`config.mk`:
```
export PLATFORM = sky130hd
export DESIGN_NAME = iter_arbiter_flat
export DESIGN_NICKNAME = d
export VERILOG_FILES = /design/src/rtl/iter_arbiter_if.sv /design/src/rtl/iter_arbiter.sv /design/src/flat_wrapper.sv
export SDC_FILE = /design/constraint.sdc
export NUM_CORES = 1
export LEC_CHECK = 0
export ABC_AREA = 1
export ABC_CLOCK_PERIOD_IN_PS = 4400
export BUFFER_PORTS_ARGS = -buffer_cell sky130_fd_sc_hd__buf_4
export CAP_MARGIN = 0
export CORE_ASPECT_RATIO = 2
export CORE_MARGIN = 2
export CORE_UTILIZATION = 47
export DETAILED_ROUTE_END_ITERATION = 6
export PLACE_DENSITY = 0.82
export SETUP_SLACK_MARGIN = 0.02
export SYNTH_ARGS = -nofsm -noshare
export SYNTH_HDL_FRONTEND = slang
export SYNTH_SLANG_ARGS = --single-unit
```
`constraint.sdc`:
```
create_clock -name clk -period 4.4 [get_ports clk]
set_input_delay 0.88 -clock clk [delete_from_list [all_inputs] [get_ports clk]]
set_output_delay 0.88 -clock clk [all_outputs]
set_load 0.03 [all_outputs]
```
`src/rtl/iter_arbiter_if.sv`:
```
// Request/mapper channel bundle for iter_arbiter: engine-side beats in, one mapped beat out.
// master = engines + colour mapper side, slave = the arbiter.
interface iter_arbiter_if #(
    parameter int NUM_REQ = 4,
    parameter int ITER_W  = 8,
    parameter int TAG_W   = 16,
    parameter int SRC_W   = 2
);
    logic [NUM_REQ-1:0]        req_valid;
    logic [NUM_REQ*ITER_W-1:0] req_iter;
    logic [NUM_REQ*TAG_W-1:0]  req_tag;
    logic [NUM_REQ-1:0]        req_last;
    logic [NUM_REQ-1:0]        req_ready;
    logic                      map_valid;
    logic [ITER_W-1:0]         map_iter;
    logic [TAG_W-1:0]          map_tag;
    logic [SRC_W-1:0]          map_src;
    logic                      map_last;
    logic                      map_ready;
    logic                      busy;

    modport master (
        output req_valid, req_iter, req_tag, req_last, map_ready,
        input  req_ready, map_valid, map_iter, map_tag, map_src, map_last, busy
    );

    modport slave (
        input  req_valid, req_iter, req_tag, req_last, map_ready,
        output req_ready, map_valid, map_iter, map_tag, map_src, map_last, busy
    );
endinterface

```
`src/rtl/iter_arbiter.sv`:
```
// Round-robin, burst-locking arbiter feeding one colour mapper from NUM_REQ iteration engines.
// Define ITER_ARB_STATS_EN to add per-engine accepted-beat counters (stat_sel/stat_clr/stat_count).
module iter_arbiter #(
    parameter int NUM_REQ = 4,
    parameter int ITER_W  = 8,
    parameter int TAG_W   = 16,
    parameter int SRC_W   = 2
) (
    input  logic              clk,
    input  logic              reset,
    iter_arbiter_if.slave     bus
`ifdef ITER_ARB_STATS_EN
    ,
    input  logic [SRC_W-1:0]  stat_sel,
    input  logic              stat_clr,
    output logic [31:0]       stat_count
`endif
);
    typedef enum logic {IDLE, LOCK} state_t;

    state_t            r_state;
    logic [SRC_W-1:0]  r_owner;
    logic [SRC_W-1:0]  r_rr_ptr;
    logic              r_map_valid;
    logic [ITER_W-1:0] r_map_iter;
    logic [TAG_W-1:0]  r_map_tag;
    logic [SRC_W-1:0]  r_map_src;
    logic              r_map_last;

    logic [SRC_W-1:0]  w_grant;
    logic [SRC_W-1:0]  w_cand;
    logic              w_has_grant;
    logic              w_gvalid;
    logic [ITER_W-1:0] w_iter;
    logic [TAG_W-1:0]  w_tag;
    logic              w_last;
    logic              w_load;
    logic              w_accept;

    // Descending scan so the candidate closest to rr_ptr is the last one written.
    always_comb begin
        w_grant     = '0;
        w_cand      = '0;
        w_has_grant = 1'b0;
        if (r_state == LOCK) begin
            w_grant     = r_owner;
            w_has_grant = 1'b1;
        end else begin
            for (int unsigned k = NUM_REQ; k > 0; k--) begin
                w_cand = SRC_W'((32'(r_rr_ptr) + k - 1) % NUM_REQ);
                if (bus.req_valid[w_cand]) begin
                    w_grant     = w_cand;
                    w_has_grant = 1'b1;
                end
            end
        end
    end

    always_comb begin
        w_gvalid = 1'b0;
        w_iter   = '0;
        w_tag    = '0;
        w_last   = 1'b0;
        for (int unsigned i = 0; i < NUM_REQ; i++) begin
            if (32'(w_grant) == i) begin
                w_gvalid = bus.req_valid[i];
                w_iter   = bus.req_iter[i*ITER_W +: ITER_W];
                w_tag    = bus.req_tag[i*TAG_W +: TAG_W];
                w_last   = bus.req_last[i];
            end
        end
    end

    assign w_load   = !r_map_valid || bus.map_ready;
    assign w_accept = reset && w_load && w_has_grant && w_gvalid;

    always_comb begin
        bus.req_ready = '0;
        for (int unsigned i = 0; i < NUM_REQ; i++) begin
            bus.req_ready[i] = reset && w_load && w_has_grant && (32'(w_grant) == i);
        end
    end

    always_ff @(posedge clk) begin
        if (!reset) begin
            r_state     <= IDLE;
            r_owner     <= '0;
            r_rr_ptr    <= '0;
            r_map_valid <= 1'b0;
            r_map_iter  <= '0;
            r_map_tag   <= '0;
            r_map_src   <= '0;
            r_map_last  <= 1'b0;
        end else begin
            if (w_load) begin
                r_map_valid <= w_accept;
                if (w_accept) begin
                    r_map_iter <= w_iter;
                    r_map_tag  <= w_tag;
                    r_map_src  <= w_grant;
                    r_map_last <= w_last;
                end
            end
            if (w_accept) begin
                if (w_last) begin
                    r_state  <= IDLE;
                    r_rr_ptr <= SRC_W'((32'(w_grant) + 1) % NUM_REQ);
                end else begin
                    r_state <= LOCK;
                    r_owner <= w_grant;
                end
            end
        end
    end

    assign bus.map_valid = r_map_valid;
    assign bus.map_iter  = r_map_iter;
    assign bus.map_tag   = r_map_tag;
    assign bus.map_src   = r_map_src;
    assign bus.map_last  = r_map_last;
    assign bus.busy      = (r_state == LOCK) || r_map_valid;

`ifdef ITER_ARB_STATS_EN
    logic [31:0] r_cnt [NUM_REQ];
    logic [31:0] r_stat_count;
    logic [31:0] w_stat;

    always_comb begin
        w_stat = '0;
        for (int unsigned i = 0; i < NUM_REQ; i++) begin
            if (32'(stat_sel) == i) w_stat = r_cnt[i];
        end
    end

    // Clear wins over a same-cycle increment and also zeroes the read-back register.
    always_ff @(posedge clk) begin
        if (!reset || stat_clr) begin
            for (int unsigned i = 0; i < NUM_REQ; i++) r_cnt[i] <= '0;
            r_stat_count <= '0;
        end else begin
            for (int unsigned i = 0; i < NUM_REQ; i++) begin
                if (w_accept && (32'(w_grant) == i)) r_cnt[i] <= r_cnt[i] + 32'd1;
            end
            r_stat_count <= w_stat;
        end
    end

    assign stat_count = r_stat_count;
`endif
endmodule

```
`src/flat_wrapper.sv`:
```
// flat-port wrapper written by rule: the top's interface ports become plain ports
module iter_arbiter_flat 
#(
    parameter int NUM_REQ = 4,
    parameter int ITER_W  = 8,
    parameter int TAG_W   = 16,
    parameter int SRC_W   = 2
)
  (clk, reset, bus_req_valid, bus_req_iter, bus_req_tag, bus_req_last, bus_map_ready, bus_req_ready, bus_map_valid, bus_map_iter, bus_map_tag, bus_map_src, bus_map_last, bus_busy);
  iter_arbiter_if #(.NUM_REQ(NUM_REQ), .ITER_W(ITER_W), .TAG_W(TAG_W), .SRC_W(SRC_W)) bus_i ();
  input  logic clk;
  input  logic reset;
  input wire logic [$bits(bus_i.req_valid)-1:0] bus_req_valid;
  input wire logic [$bits(bus_i.req_iter)-1:0] bus_req_iter;
  input wire logic [$bits(bus_i.req_tag)-1:0] bus_req_tag;
  input wire logic [$bits(bus_i.req_last)-1:0] bus_req_last;
  input wire logic [$bits(bus_i.map_ready)-1:0] bus_map_ready;
  output wire logic [$bits(bus_i.req_ready)-1:0] bus_req_ready;
  output wire logic [$bits(bus_i.map_valid)-1:0] bus_map_valid;
  output wire logic [$bits(bus_i.map_iter)-1:0] bus_map_iter;
  output wire logic [$bits(bus_i.map_tag)-1:0] bus_map_tag;
  output wire logic [$bits(bus_i.map_src)-1:0] bus_map_src;
  output wire logic [$bits(bus_i.map_last)-1:0] bus_map_last;
  output wire logic [$bits(bus_i.busy)-1:0] bus_busy;
  assign bus_i.req_valid = bus_req_valid;
  assign bus_i.req_iter = bus_req_iter;
  assign bus_i.req_tag = bus_req_tag;
  assign bus_i.req_last = bus_req_last;
  assign bus_i.map_ready = bus_map_ready;
  assign bus_req_ready = bus_i.req_ready;
  assign bus_map_valid = bus_i.map_valid;
  assign bus_map_iter = bus_i.map_iter;
  assign bus_map_tag = bus_i.map_tag;
  assign bus_map_src = bus_i.map_src;
  assign bus_map_last = bus_i.map_last;
  assign bus_busy = bus_i.busy;
  iter_arbiter #(.NUM_REQ(NUM_REQ), .ITER_W(ITER_W), .TAG_W(TAG_W), .SRC_W(SRC_W)) u_core (.clk(clk), .reset(reset), .bus(bus_i));
endmodule
```
# Yosys cells after proc, flatten, opt, wreduce, memory -nomap -nowiden
# Index checks and enable logic that the tools add are counted.
dict set report totals {
  regBits 33
  input_bits 107
  out_inout_bits 33
  elab_cells 74
}
dict set report op_classes {
  addsub 9
  order_cmp 4
  eq_ne 3
  mux 35
  n_bitwise 1
  n_reduce_logical 14
}
# cell n
set op_table {}
lappend op_table {{$mux W16} 4}
lappend op_table {{$mux W8} 4}
lappend op_table {{$mux W1} 18}
lappend op_table {{$lt A2 B3 Y1 const B} 4}
lappend op_table {{$mux W2} 5}
lappend op_table {{$bmux W1 S2} 4}
lappend op_table {{$sub A2 B1 Y2 const B} 4}
lappend op_table {{$logic_and A1 B1 Y1} 7}
lappend op_table {{$add A2 B1 Y2 const B} 3}
lappend op_table {{$reduce_and A2 Y1} 3}
lappend op_table {{$add A2 B2 Y2 const B} 2}
lappend op_table {{$eq A2 B2 Y1 const B} 2}
lappend op_table {{$eq A2 B1 Y1 const B} 1}
lappend op_table {{$logic_not A2 Y1} 1}
lappend op_table {{$logic_or A1 B1 Y1} 2}
lappend op_table {{$logic_not A1 Y1} 1}
lappend op_table {{$not A1 Y1} 1}

# Longest topological paths before layout
# Gate-level depths: netlist (run 1).
dict set report logic_depth {
  word_depth 16
  depth_mapped 24
  mapped_depth_nobuf 21
}

# Least setup slack after synthesis (run 1)
# OpenSTA, ideal clock, no wires.
dict set report synth_path {
  path_kind {input-to-output}
  start {in bus_req_valid[3]}
  end {out bus_req_ready[1]}
  t_arrival_ns 2.838
  required_ns 3.520
  slack_ns 0.682
  path_stages 13
  path_buffers 2
  path_cell_list {inv_1 -> o21ai_0 -> nand2_1 -> nand3_1 -> nand3_1 -> nand3_1 -> nand2_1 -> inv_1 -> ha_1 -> buf_2 -> clkbuf_1 -> inv_1 -> nor2_1}
}
dict set report synth_between {
  elab_chain_len 9
  word_cells_on_any_way 21
  classes_between {eq/ne: 1; mux: 18; reduce/logical: 2}
}
# item line
set synth_lines {}
lappend synth_lines {{start: declaration} flat_wrapper.sv:13} ;# input wire logic [$bits(bus_i.req_valid)-1:0] bus_req_valid;
lappend synth_lines {{$bmux W1 S2} iter_arbiter.sv:51} ;# if (bus.req_valid[w_cand]) begin
lappend synth_lines {{$mux W1 (not written as such)} iter_arbiter.sv:51}
lappend synth_lines {{$mux W2 (3 in a row)} iter_arbiter.sv:51}
lappend synth_lines {{$mux W2 (*)} iter_arbiter.sv:51}
lappend synth_lines {{$mux W2 (*)} iter_arbiter.sv:45} ;# if (r_state == LOCK) begin
lappend synth_lines {{via u_core.w_grant[0]} iter_arbiter.sv:30} ;# logic [SRC_W-1:0] w_grant;
lappend synth_lines {{$eq A2 B1 Y1 (*)} iter_arbiter.sv:80} ;# bus.req_ready[i] = reset && w_load && w_has_grant && (32'(w_grant) == i);
lappend synth_lines {{$logic_and A1 B1 Y1 (*)} iter_arbiter.sv:80}
lappend synth_lines {{end: declaration} flat_wrapper.sv:18} ;# output wire logic [$bits(bus_i.req_ready)-1:0] bus_req_ready;
# The timed path passes the listed nets; every way through them passes the cells marked *. The select of a mux whose other input is x is not followed.

# Final worst setup path (run 1)
# Same ends and word-level chain as after synthesis.

==> metrics.md, run 1 <==
| Metric | Value |
|---|---|
| Status | completed |
| Post-Syn Area | 2360 sq um |
| Post-DP HPWL | a little under 6000 microns |
| Max-slew violations | 0 |
| Mapped Avg Cell Area | approximately 5.7 sq um |
| Setup slack after layout | between 0.6 and 0.7 ns |
| Clk_lat worst skew | ~0.28 ns |
| Setup crit start kind | primary input |
| Pleak | 1.88 nW |
| Most frequent cell after synthesis | nand2_1 |
| Initial Util | 48.5% |
| Most common flop cell mapped by yosys | dfxtp_1 |
| Hold Violations, Final | 0 |
| Period utilization | 85.8% |
| GR Layer Usage met3 | 5.17% |
| Global route total overflow | 0 |
| Post-synth top area cell | dfxtp_1 |
| H-tree Lvls | 2 |
| Syn Nets | about 530 |
| Crit path max fanout | 27 |
| Max Clock Freq | between 200 and 300 MHz |
| First-pass detailed-route iteration total | 5 |
| Synth Area in Compound Gates | 19.3% |
| Post-synth ARST share | 0% |
| Final setup violation count | 0 |
| # hold bufs at CTS | 0 |
| Maximum vdd drop | ~0.66 mV |
| Vias | around 3000 |
| Flops & latches, synth | 33 |
| Antenna violations before repair | 0 |
| Sum Neg Setup Slack | 0 ns |
| Max Buffers Root-to-Sink | 2 |
| Sequential area share after synthesis | between 20% and 30% |
| Setup Slack @ Placement | between 0.6 and 0.7 ns |
| Diode count | 0 |
| Vias per cell | roughly 5 |
| Mux share of post-synthesis cell area | 0% |
| First-pass GRT wire length | 12000 microns |
| Core area | 4860 sq um |
| Die width | between 50 and 60 microns |
| Adder-cell share of the synthesized area | around 2.1% |
| GR Util met1 | between 20 and 30% |
| Die ar. | 5640 sq um |
| Largest family of logic cells by synthesized area | simple AND/OR/NAND/NOR gates |
| DIE HEIGHT | 104 microns |
| Total power | a little under 0.003 W |
| RSZ-0062 raised after global routing | false |
| Yosys top cell area share | between 20% and 30% |
| DRT iter0 DRCs | between 90 and 100 |
| Routed length per instance | ~13 microns |
| Gr usage total | 27.9% |
| Power per cell area | between 800 and 900 nW/um^2 |
| Path category of the worst min-delay check | reg -> reg |
| Layout cells sized above 1 | 29.5% |
| Row count | 36 |
| Post-Synth XOR/XNOR Area | less than 1% |
| CTS root buf | clkbuf_8 |
| Crit path capture type | primary output |
| # Max-Cap Violations | 0 |
| Met2 usage | between 50% and 60% |
| Kind of critical path | in -> out |
| Top post-synthesis cells by area | dfxtp_1 (28%), nand2_1 (26%), o21ai_0 (9.5%) |
| Post-CTS Setup Inserts | 0 |
| Post-DRT Antenna Nets | 0 |
| Slew headroom | 69.4% |
| DRC | 0 |
| Fin area | roughly 3500 sq um |
| Syn. warnings | 0 |
| Inserted Clock Buffers | 5 |
| Post-CTS sizing | 0 |
| Worst EP required | between 3 and 4 ns |
| Pin slew with the least headroom to its limit | 0.458 ns |
| CTS Sinks | 33 |
| Final Wtd Congestion | 0.937 |
| Most frequent cells after synthesis | nand2_1 (164), nor2_1 (58), o21ai_0 (45) |
| Busiest grt layer | met2 |
| # IOs | 140 |
| Final hold slack | approximately 0.47 ns |
| Post-Route WL | between 7000 and 8000 microns |
| Largest net degree at the start of global routing | 51 |
| Clock slew at reported path FFs | ~0.070 ns |
| Cells after synthesis | 414 |
| Clock Skew | 0.00347 ns |
| Vias in the first global route | 2740 |
| Placement Cell Area | around 3400 sq um |
| Number of fill cells | approximately 470 |
| Netlist cell types | 23 |
| CTS tree | built |
| Final min period | around 3.8 ns |
| Post-synthesis simple-gate area fraction | between 40% and 50% |
| Input/output buffers | around 140 |
| Number of synthesized flops with an enable pin | 0 |
| Syn-to-layout area delta | 46.3% |
| Nets | 652 |
| Worst Path Arrival | around 2.9 ns |
-- power by group --
| part | internal (W) | switching, W |
|---|---|---|
| Combinational | 0.000797 | 0.00142 |
| Clock | 0.000110 | 0.000112 |
| Sequential | 0.000417 | 0.0000739 |
-- metal layers --
metal / share of wire, % / up-vias
li1: - / 1564
met4: 2.6 / 0
met3: 6.3 / 18
met2: 56 / 114
met1: 35 / 1307
met5: 0 / -
-- logic make-up (layout without fill, tap and decap cells) --
family / count (synthesis) / in the layout
xor+xnor: 1 / 1
simple gates: 243 / 243
flops: 33 / 33
fa+ha+maj: 4 / 4
compound gates: 87 / 87
buf+inv: 46 / 174
-- cell usage in the layout (no fill, tap or decap) --
cell type,Yosys,routed
a211oi_1,1,1
a21oi_1,32,32
a21oi_4,1,1
buf_4,0,144
clkbuf_1,9,1
clkbuf_8,0,5
clkinv_2,0,2
dfxtp_1,33,33
ha_1,4,4
inv_1,21,21
inv_6,1,1
nand2_1,164,164
nand2_4,1,1
nand3_1,15,15
nor2_1,58,58
nor2_2,1,1
nor2_4,1,1
o211ai_1,1,1
o21ai_0,45,45
o21ai_1,6,6
o21ai_2,1,1
or2_2,3,3
xnor2_1,1,1
-- critical path: stages --
cell     delay (ns)
buf_4          0.09
inv_1          0.05
o21ai_0        0.30
nand2_1        0.12
nand3_1        0.13
nand3_1        0.07
nand3_1        0.13
nand2_1        0.13
inv_1          0.12
ha_1           0.22
buf_4          0.32
inv_1          0.07
nor2_1         0.11
buf_4          0.16
-- worst paths after layout --
| kind | endpoint | startpoint | depth (start not counted) | slack [ns] |
|---|---|---|---|---|
| setup / recovery | bus_req_ready[1] | bus_req_valid[3] | 14 | 0.62 |
| hold reg to reg | u_core.bus.map_last$_SDFFE_PN0P_ | u_core.bus.map_last$_SDFFE_PN0P_ | 2 | 0.47 |
| setup reg to reg | u_core.bus.map_tag[12]$_SDFFE_PN0P_ | u_core.r_rr_ptr[0]$_SDFFE_PN0P_ | 19 | 1.02 |
| hold / removal | u_core.bus.map_last$_SDFFE_PN0P_ | u_core.bus.map_last$_SDFFE_PN0P_ | 2 | 0.47 |
-- area by class of cell --
| cell class | instances | area (sq um) | area share (%) |
|---|---|---|---|
| clock inverters | 2 | 10.0 | 0.290 |
| flip-flops and latches | 33 | 661 | 19.1 |
| inverters | 22 | 87.6 | 2.54 |
| repair buffers | 144 | 1080 | 31.3 |
| well taps | 57 | 71.3 | 2.07 |
| clock buffers | 6 | 72.6 | 2.10 |
| multi-input cells | 335 | 1470 | 42.6 |
-- sequential cells by signal, indices dropped and copies added, names as in the netlist --
register and cells:
u_core.r_owner 2, u_core.bus.map_src 2, u_core.r_state 1, u_core.r_rr_ptr 2, u_core.bus.map_last 1, u_core.bus.map_valid 1, u_core.bus.map_iter 8, u_core.bus.map_tag 16
-- per-stage QoR --
stage	utilization [%]	cells
6_report	71.0	599
5_1_grt	71.0	599
4_1_cts	71.0	599
3_5_place_dp	69.3	591
3_3_place_gp	69.3	591
2_1_floorplan	-	414
Note: power is estimated with default switching activity, not from simulation.
==> inputs of run 2 (changes only) <==
--- a/config.mk
+++ b/config.mk
@@ -14,6 +14,7 @@
 export CORE_UTILIZATION = 47
 export DETAILED_ROUTE_END_ITERATION = 6
 export PLACE_DENSITY = 0.82
+export RECOVER_POWER = 100
 export SETUP_SLACK_MARGIN = 0.02
 export SYNTH_ARGS = -nofsm -noshare
 export SYNTH_HDL_FRONTEND = slang
==> run 2 against run 1 <==
Register-to-register slack lost 0.29 ns. Setup slack lost 0.11 ns. Via count grew 0.27%. Worst hold slack lost 0.0022 ns. Critical path depth is the same. Global-route usage is the same. Sequential cell count is the same. Sequential share of layout area grew 0.75 points. Sequential power is essentially flat. Critical path type unchanged. Critical endpoint unchanged. Largest power group unchanged.
==> metrics.md, run 2 (same netlist as run 1, synthesis figures left out) <==
| Metric | Value |
|---|---|
| Status | completed |
| Clock slew at reported path FFs | 0.07 ns (about the same) |
| Crit path max fanout | 27 (unchanged) |
| Layout cells sized above 1 | 23.4% (-6.1 points) |
| Final Wtd Congestion | 0.937 (unchanged) |
| Slew headroom | 45.3% (-24 points) |
| First-pass GRT wire length | 12000 microns (unchanged) |
| Diode count | 0 (unchanged) |
| Total power | 0.00281 W (-3.9%) |
| Vias | 3011 (+0.27%) |
| CP peak stage delay | 0.47 ns (+0.15 ns) |
| Die width | 54.1 microns (unchanged) |
| First-pass detailed-route iteration total | 5 (unchanged) |
| Routed length per instance | 12.9 microns (unchanged) |
| Inserted Clock Buffers | 5 (unchanged) |
| Syn-to-layout area delta | 40.8% |
| Post-Route WL | 7700 microns (unchanged) |
| Final setup violation count | 0 (unchanged) |
| Period utilization | 88.3% (+2.5 points) |
| Pin slew with the least headroom to its limit | 0.818 ns (+0.360 ns) |
| Hold Violations, Final | 0 (unchanged) |
| Input/output buffers | 139 (unchanged) |
| Max Clock Freq | 257 MHz (-2.9%) |
| Power per cell area | 847 nW/um^2 (-0.12%) |
| Final non-filler cell total | 599 (unchanged) |
| Initial Util | 48.5% (unchanged) |
| Setup Slack @ Placement | 0.631 ns (unchanged) |
| Worst Path Arrival | 3.01 ns (+0.11 ns) |
| Post-CTS sizing | 0 (unchanged) |
| Worst EP required | 3.52 ns (about the same) |
| RSZ-0062 raised after global routing | false |
| CTS tree | built |
| # Max-Cap Violations | 0 (unchanged) |
| Row count | 36 (unchanged) |
| DIE HEIGHT | 104 microns (unchanged) |
| DRT iter0 DRCs | 99 (+1.0%) |
| Max Buffers Root-to-Sink | 2 (unchanged) |
| Global route total overflow | 0 (unchanged) |
| # hold bufs at CTS | 0 (unchanged) |
| Nets | 652 (unchanged) |
| Setup slack after layout | 0.513 ns (-0.111 ns) |
| Vias in the first global route | 2740 (unchanged) |
| Sum Neg Setup Slack | 0 ns (unchanged) |
| Core area | 4860 sq um (unchanged) |
| Most frequent cells in the layout | nand2_1 (164), buf_4 (111), nor2_1 (59) |
| Critical path depth | 14 (unchanged) |
| CP bufs+invs | 6 (unchanged) |
| Kind of critical path | in -> out |
| Die ar. | 5640 sq um (unchanged) |
| Vias per cell | 5.03 (+0.27%) |
| Antenna violations before repair | 0 (unchanged) |
| DRC | 0 (unchanged) |
| CTS root buf | clkbuf_8 |
| Crit path max-delay cell type | clkbuf_2 |
| Most common cell after layout, fill and taps aside | nand2_1 |
| Post-DP HPWL | 5820 microns (unchanged) |
| Placed cells | 591 (unchanged) |
| Crit-path leading delay family | buffers and inverters |
| Clk_lat worst skew | 0.28 ns (about the same) |
| Largest register FFs | 16 (unchanged) |
| Maximum vdd drop | 0.673 mV (+1.2%) |
| Post-CTS Setup Inserts | 0 (unchanged) |
| Largest net degree at the start of global routing | 51 (unchanged) |
| CTS Sinks | 33 (unchanged) |
| Hold path depth | 2 (unchanged) |
| Final core utilization | 68.3% (-2.7 points) |
| Clock Skew | 0.00223 ns (-0.00125 ns) |
| Setup crit start kind | primary input |
| # IOs | 140 (unchanged) |
| Final min period | 3.89 ns (+0.111 ns) |
| H-tree Lvls | 2 (unchanged) |
| Gr usage total | 27.9% (unchanged) |
| Crit path capture type | primary output |
| Post-DRT Antenna Nets | 0 (unchanged) |
| Worst r2r path cells | 20 (+1) |
| Path category of the worst min-delay check | reg -> reg |
| Pleak | 1.74 nW (-7.1%) |
| Max-slew violations | 0 (unchanged) |
| Worst-path cell chain | buf_4 -> inv_1 -> o21ai_0 -> nand2_1 -> nand3_1 -> nand3_1 -> nand3_1 -> nand2_1 -> inv_1 -> ha_1 -> clkbuf_2 -> inv_1 -> nor2_1 -> buf_4 |
==> run 2: final timing paths <==
check                                    from                                to  slack (ns)
min reg2reg  u_core.bus.map_last$_SDFFE_PN0P_  u_core.bus.map_last$_SDFFE_PN0P_        0.46
max reg2reg   u_core.r_rr_ptr[0]$_SDFFE_PN0P_   u_core.r_rr_ptr[1]$_SDFFE_PN0P_        0.73
max                          bus_req_valid[3]                  bus_req_ready[1]        0.51
min          u_core.bus.map_last$_SDFFE_PN0P_  u_core.bus.map_last$_SDFFE_PN0P_        0.46
==> run 2: layout make-up <==
| type | count | area [sq um] |
|---|---|---|
| clock buffers | 6 | 72.6 |
| repair buffers | 144 | 958 |
| inverters | 22 | 87.6 |
| flip-flops and latches | 33 | 661 |
| clock inverters | 2 | 10.0 |
| multi-input cells | 335 | 1460 |
| well taps | 57 | 71.3 |
| fillers | 508 | 1540 |
==> run 2: layer usage <==
layer | up-vias | wire length (microns) | GRT usage (%) | share of wire (%)
met1 | 1306 | 2720 | 29.5 | 35
met5 | - | 0 | 0 | 0
met3 | 22 | 493 | 5.17 | 6.4
met2 | 115 | 4260 | 50.8 | 55
li1 | 1568 | - | - | -
met4 | 0 | 230 | 10.7 | 3.0
==> run 2: worst min-delay path, cell delays in order, from the launching register on <==
cell     delay (ns)
dfxtp_1        0.31
nand2_1        0.06
a21oi_1        0.05
==> run 2: power by group <==
group	internal, W	switching, W	total [W]	leakage (nW)
Sequential	0.000417	0.0000721	0.000489	0.270
Combinational	0.000693	0.00141	0.00210	1.43
Clock	0.000110	0.000112	0.000221	0.0450
==> run 2: through the flow <==
stage | cell area (sq um) | hold WS [ns]
6_report | 3320 | 0.464
5_1_grt | 3320 | 0.496
4_1_cts | 3450 | 0.468
3_3_place_gp | 3370 | 0.451
3_5_place_dp | 3370 | 0.457
2_1_floorplan | 2360 | 0.438
==> inputs of run 3 (changes only) <==
--- a/config.mk
+++ b/config.mk
@@ -6,12 +6,13 @@
 export NUM_CORES = 1
 export LEC_CHECK = 0
 export ABC_AREA = 1
-export ABC_CLOCK_PERIOD_IN_PS = 4400
+export ABC_CLOCK_PERIOD_IN_PS = 4900
 export BUFFER_PORTS_ARGS = -buffer_cell sky130_fd_sc_hd__buf_4
 export CAP_MARGIN = 0
 export CORE_ASPECT_RATIO = 2
 export CORE_MARGIN = 2
 export CORE_UTILIZATION = 47
+export CTS_CLUSTER_DIAMETER = 30
 export DETAILED_ROUTE_END_ITERATION = 6
 export PLACE_DENSITY = 0.82
 export RECOVER_POWER = 100
==> constraint.sdc (replaced) <==
create_clock -name clk -period 4.9 [get_ports clk]
set_input_delay 0.98 -clock clk [delete_from_list [all_inputs] [get_ports clk]]
set_output_delay 0.98 -clock clk [all_outputs]
set_load 0.03 [all_outputs]
==> run 3 against run 2 <==
Die area stayed put. Setup slack gained 0.019 ns. Sequential power down 10%. Routed wire length grew 1.8%. Cell count unchanged. Critical endpoint unchanged. Largest power group unchanged.
==> metrics.md, run 3 (same netlist as run 1, synthesis figures left out) <==
| Metric | Value |
|---|---|
| Pin slew with the least headroom to its limit | 0.782 ns (-0.0364 ns) |
| Worst-path cell chain | clkbuf_1 -> inv_1 -> o21ai_0 -> nand2_1 -> nand3_1 -> nand3_1 -> nand3_1 -> nand2_1 -> inv_1 -> ha_1 -> inv_1 -> nor2_1 -> clkbuf_1 |
| CTS root buf | clkbuf_8 |
| Kind of critical path | in -> out |
| RSZ-0062 raised after global routing | false |
| Max-slew violations | 0 (unchanged) |
| # IOs | 140 (unchanged) |
| Total power | 0.00259 W (-7.9%) |
| Most common cell after layout, fill and taps aside | nand2_1 |
| Crit path max fanout | 19 (-30%) |
| Switching Power | 0.00143 W (-10%) |
| Sum Neg Setup Slack | 0 ns (unchanged) |
| DRC | 0 (unchanged) |
| Vias | 2985 (-0.86%) |
| Most frequent cells in the layout | nand2_1 (164), buf_4 (109), nor2_1 (58) |
| Maximum vdd drop | 0.654 mV (-2.9%) |
| DRT iter0 DRCs | 75 (-24%) |
| Reg-to-reg slack, setup | 0.96 ns (+0.23 ns) |
| Vias in the first global route | 2731 (-0.33%) |
| Status | completed |
| Routed length per instance | 13.1 microns (+1.8%) |
| Layout cells sized above 1 | 22.9% (-0.55 points) |
| Pleak | 1.75 nW (+0.18%) |
| Core area | 4860 sq um (unchanged) |
| H-tree Lvls | 2 (unchanged) |
| Worst EP required | 3.92 ns (+0.40 ns) |
| Clock power frac | 10.3% (+2.4 points) |
| Post-DP HPWL | 5950 microns (+2.2%) |
| Crit-path leading delay family | buffers and inverters |
| Gr usage total | 27.5% (-0.42 points) |
| DIE HEIGHT | 104 microns (unchanged) |
| Placed cells | 591 (unchanged) |
| CP peak stage delay | 0.67 ns (+0.20 ns) |
| Largest net degree at the start of global routing | 51 (unchanged) |
| Final non-filler cell total | 599 (unchanged) |
| Post-CTS Setup Inserts | 0 (unchanged) |
| Final setup violation count | 0 (unchanged) |
| Antenna violations before repair | 0 (unchanged) |
| Max Buffers Root-to-Sink | 2 (unchanged) |
| Global route total overflow | 0 (unchanged) |
| Clock slew at reported path FFs | 0.07 ns (about the same) |
| Crit path max-delay cell type | ha_1 |
| Post-CTS sizing | 0 (unchanged) |
| Setup slack after layout | 0.532 ns (+0.0191 ns) |
| CP bufs+invs | 5 (-1) |
| Nets | 652 (unchanged) |
| Path category of the worst min-delay check | reg -> reg |
| Switch share | 55.1% (-1.5 points) |
| Power per cell area | 773 nW/um^2 (-8.6%) |
| Period utilization | between 80% and 90% |
| Die ar. | 5640 sq um (unchanged) |
| Initial Util | 48.5% (unchanged) |
| Inserted Clock Buffers | 5 (unchanged) |
| Max Clock Freq | 229 MHz |
| CTS Sinks | 33 (unchanged) |
| Post-Route WL | 7840 microns (+1.8%) |
| First-pass detailed-route iteration total | 4 (-1) |
| First-pass GRT wire length | 11800 microns (-2.0%) |
| Pint | 0.00116 W (-4.6%) |
| Largest register FFs | 16 (unchanged) |
| Clock Skew | 0.00464 ns (+0.00241 ns) |
| Final Wtd Congestion | 0.877 (-6.4%) |
| Slew headroom | 47.9% (+2.6 points) |
| Vias per cell | 4.98 (-0.86%) |
| Post-DRT Antenna Nets | 0 (unchanged) |
| Final hold slack | 0.476 ns (+0.0114 ns) |
| # hold bufs at CTS | 0 (unchanged) |
| Syn-to-layout area delta | 42.0% |
| Row count | 36 (unchanged) |
| Comb power frac | 72.8% (-1.9 points) |
| Input/output buffers | 139 (unchanged) |
| Number of fill cells | 504 (-0.79%) |
| Final min period | 4.37 ns |
| Setup crit start kind | primary input |
| Register share of total power | 16.9% (-0.5 points) |
| Worst Path Arrival | 3.39 ns (+0.38 ns) |
| # Max-Cap Violations | 0 (unchanged) |
| Crit path capture type | primary output |
| Diode count | 0 (unchanged) |
| CTS tree | built |
| Die width | 54.1 microns (unchanged) |
| Hold Violations, Final | 0 (unchanged) |
| Clk_lat worst skew | 0.28 ns (about the same) |
| Setup Slack @ Placement | 0.678 ns (+0.0467 ns) |
run 3: per-stage QoR:
step / utilization (%) / cell area, sq um
2_1_floorplan: - / 2360
3_3_place_gp: 69.3 / 3370
3_5_place_dp: 69.3 / 3370
4_1_cts: 71.7 / 3490
5_1_grt: 68.9 / 3350
6_report: 68.9 / 3350
run 3: cell type report:
class | count | area (sq um) | area share (%)
multi-input cells | 335 | 1470 | 43.7
repair buffers | 144 | 950 | 28.3
flip-flops and latches | 33 | 661 | 19.7
inverters | 22 | 87.6 | 2.61
clock buffers | 7 | 86.3 | 2.58
well taps | 57 | 71.3 | 2.13
clock inverters | 1 | 30.0 | 0.896
run 3: per-layer routing:
metal | vias to the layer above | wire length, microns | GRT usage, %
li1 | 1562 | - | -
met1 | 1301 | 2790 | 27.5
met2 | 101 | 4370 | 51.4
met3 | 21 | 458 | 5.03
met4 | 0 | 227 | 10.9
met5 | - | 0 | 0
run 3: worst min-delay path: stages, from the launching register on:
cell and delay [ns]:
dfxtp_1 0.32, nand3_1 0.07, nand2_1 0.04
run 3: final timing paths:
kind	start	to	depth (start not counted)
worst max-delay path	bus_req_valid[3]	bus_req_ready[1]	13
worst min-delay path	u_core.r_owner[1]$_SDFFE_PN0P_	u_core.r_owner[1]$_SDFFE_PN0P_	2
worst max register to register	u_core.r_rr_ptr[0]$_SDFFE_PN0P_	u_core.bus.map_tag[5]$_SDFFE_PN0P_	21
worst min register to register	u_core.r_owner[1]$_SDFFE_PN0P_	u_core.r_owner[1]$_SDFFE_PN0P_	2
run 3: power by group through the flow:
stage | clock network, W | registers (W) | logic (W)
detailed placement | 0 | 0.000445 | 0.00198
global placement | 0 | 0.000442 | 0.00195
global route | 0.000282 | 0.000450 | 0.00215
floorplan | 0 | 0.000604 | 0.00137
CTS | 0.000271 | 0.000440 | 0.00199
finish | 0.000266 | 0.000438 | 0.00189
